==> src/rtl/mem_arbiter.sv <==
// Two-port arbiter and access sequencer for the single-port system memory.
// The CPU has fixed priority; a starvation counter guarantees the loader a slot.
// Each access: IDLE (arbitrate) -> ACCESS (one memory cycle) -> ACK (one-cycle ack).
module mem_arbiter #(
  parameter int unsigned ADDR_W       = 13,
  parameter int unsigned DATA_W       = 8,
  parameter int unsigned STARVE_LIMIT = 4
) (
  input  logic              clk,
  input  logic              rst,
  input  logic              cpu_req,
  input  logic              cpu_we,
  input  logic [ADDR_W-1:0] cpu_addr,
  input  logic [DATA_W-1:0] cpu_wdata,
  output logic              cpu_ack,
  output logic [DATA_W-1:0] cpu_rdata,
  input  logic              ld_req,
  input  logic              ld_we,
  input  logic [ADDR_W-1:0] ld_addr,
  input  logic [DATA_W-1:0] ld_wdata,
  output logic              ld_ack,
  output logic [DATA_W-1:0] ld_rdata,
  output logic [ADDR_W-1:0] mem_address,
  output logic [DATA_W-1:0] mem_inData,
  output logic              mem_writeEn,
  input  logic [DATA_W-1:0] mem_outData,
  output logic              busy
);

  localparam int unsigned CNT_W = $clog2(STARVE_LIMIT + 1);

  typedef enum logic [1:0] {
    ST_IDLE   = 2'd0,
    ST_ACCESS = 2'd1,
    ST_ACK    = 2'd2
  } state_t;

  state_t              r_state;
  state_t              w_state_nxt;
  logic                w_grant;
  logic                w_grant_ld;
  logic                r_win_ld;
  logic                r_we;
  logic [ADDR_W-1:0]   r_addr;
  logic [DATA_W-1:0]   r_wdata;
  logic [CNT_W-1:0]    r_starve;
  logic                r_cpu_ack;
  logic                r_ld_ack;
  logic [DATA_W-1:0]   r_cpu_rdata;
  logic [DATA_W-1:0]   r_ld_rdata;

  // State register
  always_ff @(posedge clk) begin
    if (!rst) begin
      r_state <= ST_IDLE;
    end else begin
      r_state <= w_state_nxt;
    end
  end

  // Next-state and arbitration decision; requests are only looked at in IDLE
  always_comb begin
    w_state_nxt = r_state;
    w_grant     = 1'b0;
    w_grant_ld  = 1'b0;
    case (r_state)
      ST_IDLE: begin
        if (cpu_req || ld_req) begin
          w_grant     = 1'b1;
          w_grant_ld  = ld_req && (!cpu_req || (r_starve == CNT_W'(STARVE_LIMIT)));
          w_state_nxt = ST_ACCESS;
        end
      end
      ST_ACCESS: w_state_nxt = ST_ACK;
      ST_ACK:    w_state_nxt = ST_IDLE;
      default:   w_state_nxt = ST_IDLE;
    endcase
  end

  // Winner latch, starvation counter, read-data capture and ack generation
  always_ff @(posedge clk) begin
    if (!rst) begin
      r_win_ld    <= 1'b0;
      r_we        <= 1'b0;
      r_addr      <= '0;
      r_wdata     <= '0;
      r_starve    <= '0;
      r_cpu_ack   <= 1'b0;
      r_ld_ack    <= 1'b0;
      r_cpu_rdata <= '0;
      r_ld_rdata  <= '0;
    end else begin
      r_cpu_ack <= 1'b0;
      r_ld_ack  <= 1'b0;
      if (w_grant) begin
        r_win_ld <= w_grant_ld;
        r_we     <= w_grant_ld ? ld_we    : cpu_we;
        r_addr   <= w_grant_ld ? ld_addr  : cpu_addr;
        r_wdata  <= w_grant_ld ? ld_wdata : cpu_wdata;
        if (!ld_req || w_grant_ld) begin
          r_starve <= '0;
        end else if (r_starve != CNT_W'(STARVE_LIMIT)) begin
          r_starve <= r_starve + CNT_W'(1);
        end
      end
      if (r_state == ST_ACCESS) begin
        if (r_win_ld) begin
          r_ld_ack <= 1'b1;
          if (!r_we) r_ld_rdata <= mem_outData;
        end else begin
          r_cpu_ack <= 1'b1;
          if (!r_we) r_cpu_rdata <= mem_outData;
        end
      end
    end
  end

  // Write strobe gated by reset so an aborted access never commits
  assign mem_writeEn = (r_state == ST_ACCESS) && r_we && rst;
  assign mem_address = r_addr;
  assign mem_inData  = r_wdata;
  assign busy        = (r_state != ST_IDLE);
  assign cpu_ack     = r_cpu_ack;
  assign ld_ack      = r_ld_ack;
  assign cpu_rdata   = r_cpu_rdata;
  assign ld_rdata    = r_ld_rdata;

endmodule

==> config.mk <==
export PLATFORM = sky130hd
export DESIGN_NAME = mem_arbiter
export DESIGN_NICKNAME = d
export VERILOG_FILES = /design/src/rtl/mem_arbiter.sv
export SDC_FILE = /design/constraint.sdc
export NUM_CORES = 1
export LEC_CHECK = 0
export ABC_AREA = 0
export BUFFER_PORTS_ARGS = -buffer_cell sky130_fd_sc_hd__buf_2
export CELL_PAD_IN_SITES_DETAIL_PLACEMENT = 1
export CELL_PAD_IN_SITES_GLOBAL_PLACEMENT = 1
export CORE_AREA = 2 2 83 85
export CTS_CLUSTER_SIZE = 14
export DETAILED_ROUTE_END_ITERATION = 12
export DIE_AREA = 0 0 85 87
export GPL_ROUTABILITY_DRIVEN = 0
export PLACE_DENSITY = 0.74
export SLEW_MARGIN = 20
export SYNTH_ARGS = -nofsm -noshare
export SYNTH_HDL_FRONTEND = slang
export SYNTH_SLANG_ARGS = --single-unit
==> constraint.sdc <==
create_clock -name clk -period 1.6 [get_ports clk]
set_input_delay 0 -clock clk [delete_from_list [all_inputs] [get_ports clk]]
set_output_delay 0 -clock clk [all_outputs]
set_load 0.02 [all_outputs]
==> flow_summary.yaml <==
sta:
  tightestPinTransition_ps: 558
  fin_crit_ps: 1640
  timing.setup.tns_ps: -39.2
  fin_worst_hold_slack_ps: -3.67
  setup_viol: 1
  slew_headroom_pct: 62.7
  skew_ps: 12.0
  report.final.hold_viol_count: 1
  fmax_mhz: 610
  finalCritPeriodShare_pct: 102
  final-max-slew-violation-count: 0
  worst_slack_ps: -39.2
place:
  hpwl_mm: 4.57
  placed_cell_area_um2: 2610
  port-buffer-count: 96
die:
  die_area_um2: 7400
  fp.dieH_um: 87
  io-pin-count: 97
  fp.dieW_um: 85
  initial_utilization_pct: 31.4
  core_region_area_um2: 6570
  rows: 30
global_routing:
  track_usage_pct: 20.3
  grt_pass1_vias: 2490
  grt_max_degree: 28
  grt-ovfl-total: 0
  antenna_found_initial: 1
  grt_first_pass_wirelength_mm: 11.9
critical_path:
  crit_path_max_fanout: 14
  crit-reg2reg-launch: "r_starve[0]"
  crit_required_ps: 1800
  end_kind: "flop"
  crit_type: "flop to flop"
  slowest_stage: "a311oi_2"
  start_kind: "flop"
  worstPathArrival_ps: 1840
  slowest_delay_ps: 360
  crit_chain: "inv_1 -> ha_2 -> a21bo_2 -> buf_4 -> nand3_1 -> a311oi_2"
  crit_start: "r_starve[0]"
  r2r_slack_ps: -40
status:
  status: "finished with violations"
  violations: "hold timing, setup timing"
detailed_routing:
  num_vias: 2375
  postRouteAntennaNets: 0
  drc: 0
  totalWireLength_mm: 7.85
  drt_iter0_drc: 85
  vias_per_cell: 5.19
  drt_pass1_iterations: 4
  post_drt_wl_per_cell_um: 17.1
logic_synthesis:
  yosysTopAreaCell: "dfxtp_1"
  syn_inst: 230
  synth_top_area_share_pct: 44.6
  synth_area_um2: 2060
  yosysSeqAreaShare_pct: 44.6
  yosysWarnings: 0
  yosysUniqueCellTypes: 35
  synth_top_cells_by_area: "dfxtp_1, a311oi_1, a21oi_1"
  avgSynthCellArea_um2: 8.98
  synth_nets: 288
  synth_seq_cells: 46
clock_network:
  clock_sinks: 46
  cts_setup_buffers: 0
  cts_tree: "done"
  numCtsBuffers: 5
  clkTransAtPathRegs_ps: 90
  h-tree-depth: 2
  clockBufferDepth: 2
  cts_root_buffer: "clkbuf_8"
  clk_latency_ps: 300
cells_and_area:
  nets: 434
  area_growth_pct: 59.7
  final_cell_area_um2: 3300
  final_common_cell: "buf_2"
  drive_gt1_share_pct: 34.5
  num-fill-cells: 788
  final_cell_mix: "buf_2, dlygate4sd3_1, dfxtp_1, a21oi_1, nand3_1"
min_path:
  hold_class: "input pin to flop"
  min_from: "cpu_addr[5]"
pwr:
  p_per_area_nw_per_um2: 950
  leakagePower_nw: 1.40
  peakVddDrop_uv: 417
run:
  drv_cap: 0
==> per-layer routing <==
metal	wire (µm)	part of all wire, %	up-vias	GRT usage, %
li1	-	-	1144	-
met1	3110	40	1128	22.4
met2	4220	54	89	37.5
met3	376	4.8	14	4.93
met4	144	1.8	0	7.36
met5	0	0	-	0
==> kinds of logic after synthesis <==
| logic type | Yosys count | synth area share [%] |
|---|---|---|
| fa+ha+maj | 2 | 1.21 |
| buf+inv | 25 | 7.45 |
| compound gates | 85 | 25.4 |
| mux | 8 | 3.88 |
| simple gates | 64 | 17.5 |
| flops | 46 | 44.6 |
==> state kept, by name, summed over array words and instances, names as in the netlist <==
signal and cells:
mem_inData 8, cpu_rdata 8, r_state 2, r_starve 3, cpu_ack 1, r_we 1
mem_address 13, ld_ack 1, r_win_ld 1, ld_rdata 8
==> critical path: cells and delay by family (launching register included) <==
family          cells  cell delay (ps)
flops               1              340
simple gates        1              160
fa+ha+maj           1              230
buf+inv             2              310
compound gates      2              510
==> through the flow <==
| step | worst slack (ps) | total power (W) | util, % | std cells |
|---|---|---|---|---|
| 2_1_floorplan | 197 | 0.00172 | - | 230 |
| 3_3_place_gp | -40.6 | 0.00194 | 39.8 | 398 |
| 3_5_place_dp | -105 | 0.00196 | 39.8 | 398 |
| 4_1_cts | 58.1 | 0.00312 | 49.6 | 455 |
| 5_1_grt | -77.5 | 0.00328 | 50.2 | 458 |
| 6_report | -39.2 | 0.00313 | 50.2 | 458 |
==> cell usage after synthesis <==
library cell / count
buf_6: 6
nand3_1: 22
or4b_1: 1
nor3b_4: 1
a21boi_2: 1
nor3b_1: 1
clkinv_1: 1
nor3_1: 1
nor2_1: 9
nand2_1: 17
o21ai_0: 11
clkbuf_1: 4
a311oi_1: 22
and4bb_2: 1
buf_4: 1
or2_0: 1
nor4b_4: 1
o21ai_1: 15
inv_2: 1
inv_1: 3
dfxtp_1: 46
nand4_1: 2
buf_2: 9
a21oi_1: 33
ha_1: 2
nor2b_1: 1
mux2i_1: 8
and2_1: 2
a21bo_2: 1
o2111ai_1: 1
a31oi_1: 1
nor2_2: 1
nand4b_1: 1
or3b_4: 1
nor2_4: 1
==> power breakdown <==
| group | internal (W) | switching, W | leakage (nW) | total, W |
|---|---|---|---|---|
| clock | 0.000666 | 0.000405 | 0.0714 | 0.00107 |
| sequential | 0.00123 | 0.0000599 | 0.378 | 0.00129 |
| combinational | 0.000336 | 0.000431 | 0.952 | 0.000768 |
| total | 0.00224 | 0.000897 | 1.40 | 0.00313 |
==> timing repair <==
| action | CTS | global route |
|---|---|---|
| hold buffers | 49 | 0 |
| setup endpoints to repair | 23 | 16 |
| gates resized for setup | 2 | 12 |
| endpoints found under the hold margin | 38 | 0 |
| gates cloned | 0 | 2 |
| pin swaps | 0 | 3 |
==> final timing paths <==
path                    endpoint  cells after the start
setup reg to reg   mem_inData[4]                      6
setup / recovery   mem_inData[4]                      6
hold reg to reg     cpu_rdata[2]                      2
hold / removal    mem_address[5]                      3
==> cell type report <==
class / count / area [µm²] / area share, %
clock buffer: 6 / 82.6 / 2.50
timing repair buffer: 159 / 1100 / 33.2
inverter: 5 / 18.8 / 0.569
clock inverter: 2 / 60.1 / 1.82
sequential: 46 / 921 / 27.9
tap: 80 / 100 / 3.04
multi-input combinational: 159 / 1020 / 30.8
antenna: 1 / 2.50 / 0.0759
Power figures use the tool's default switching activity.
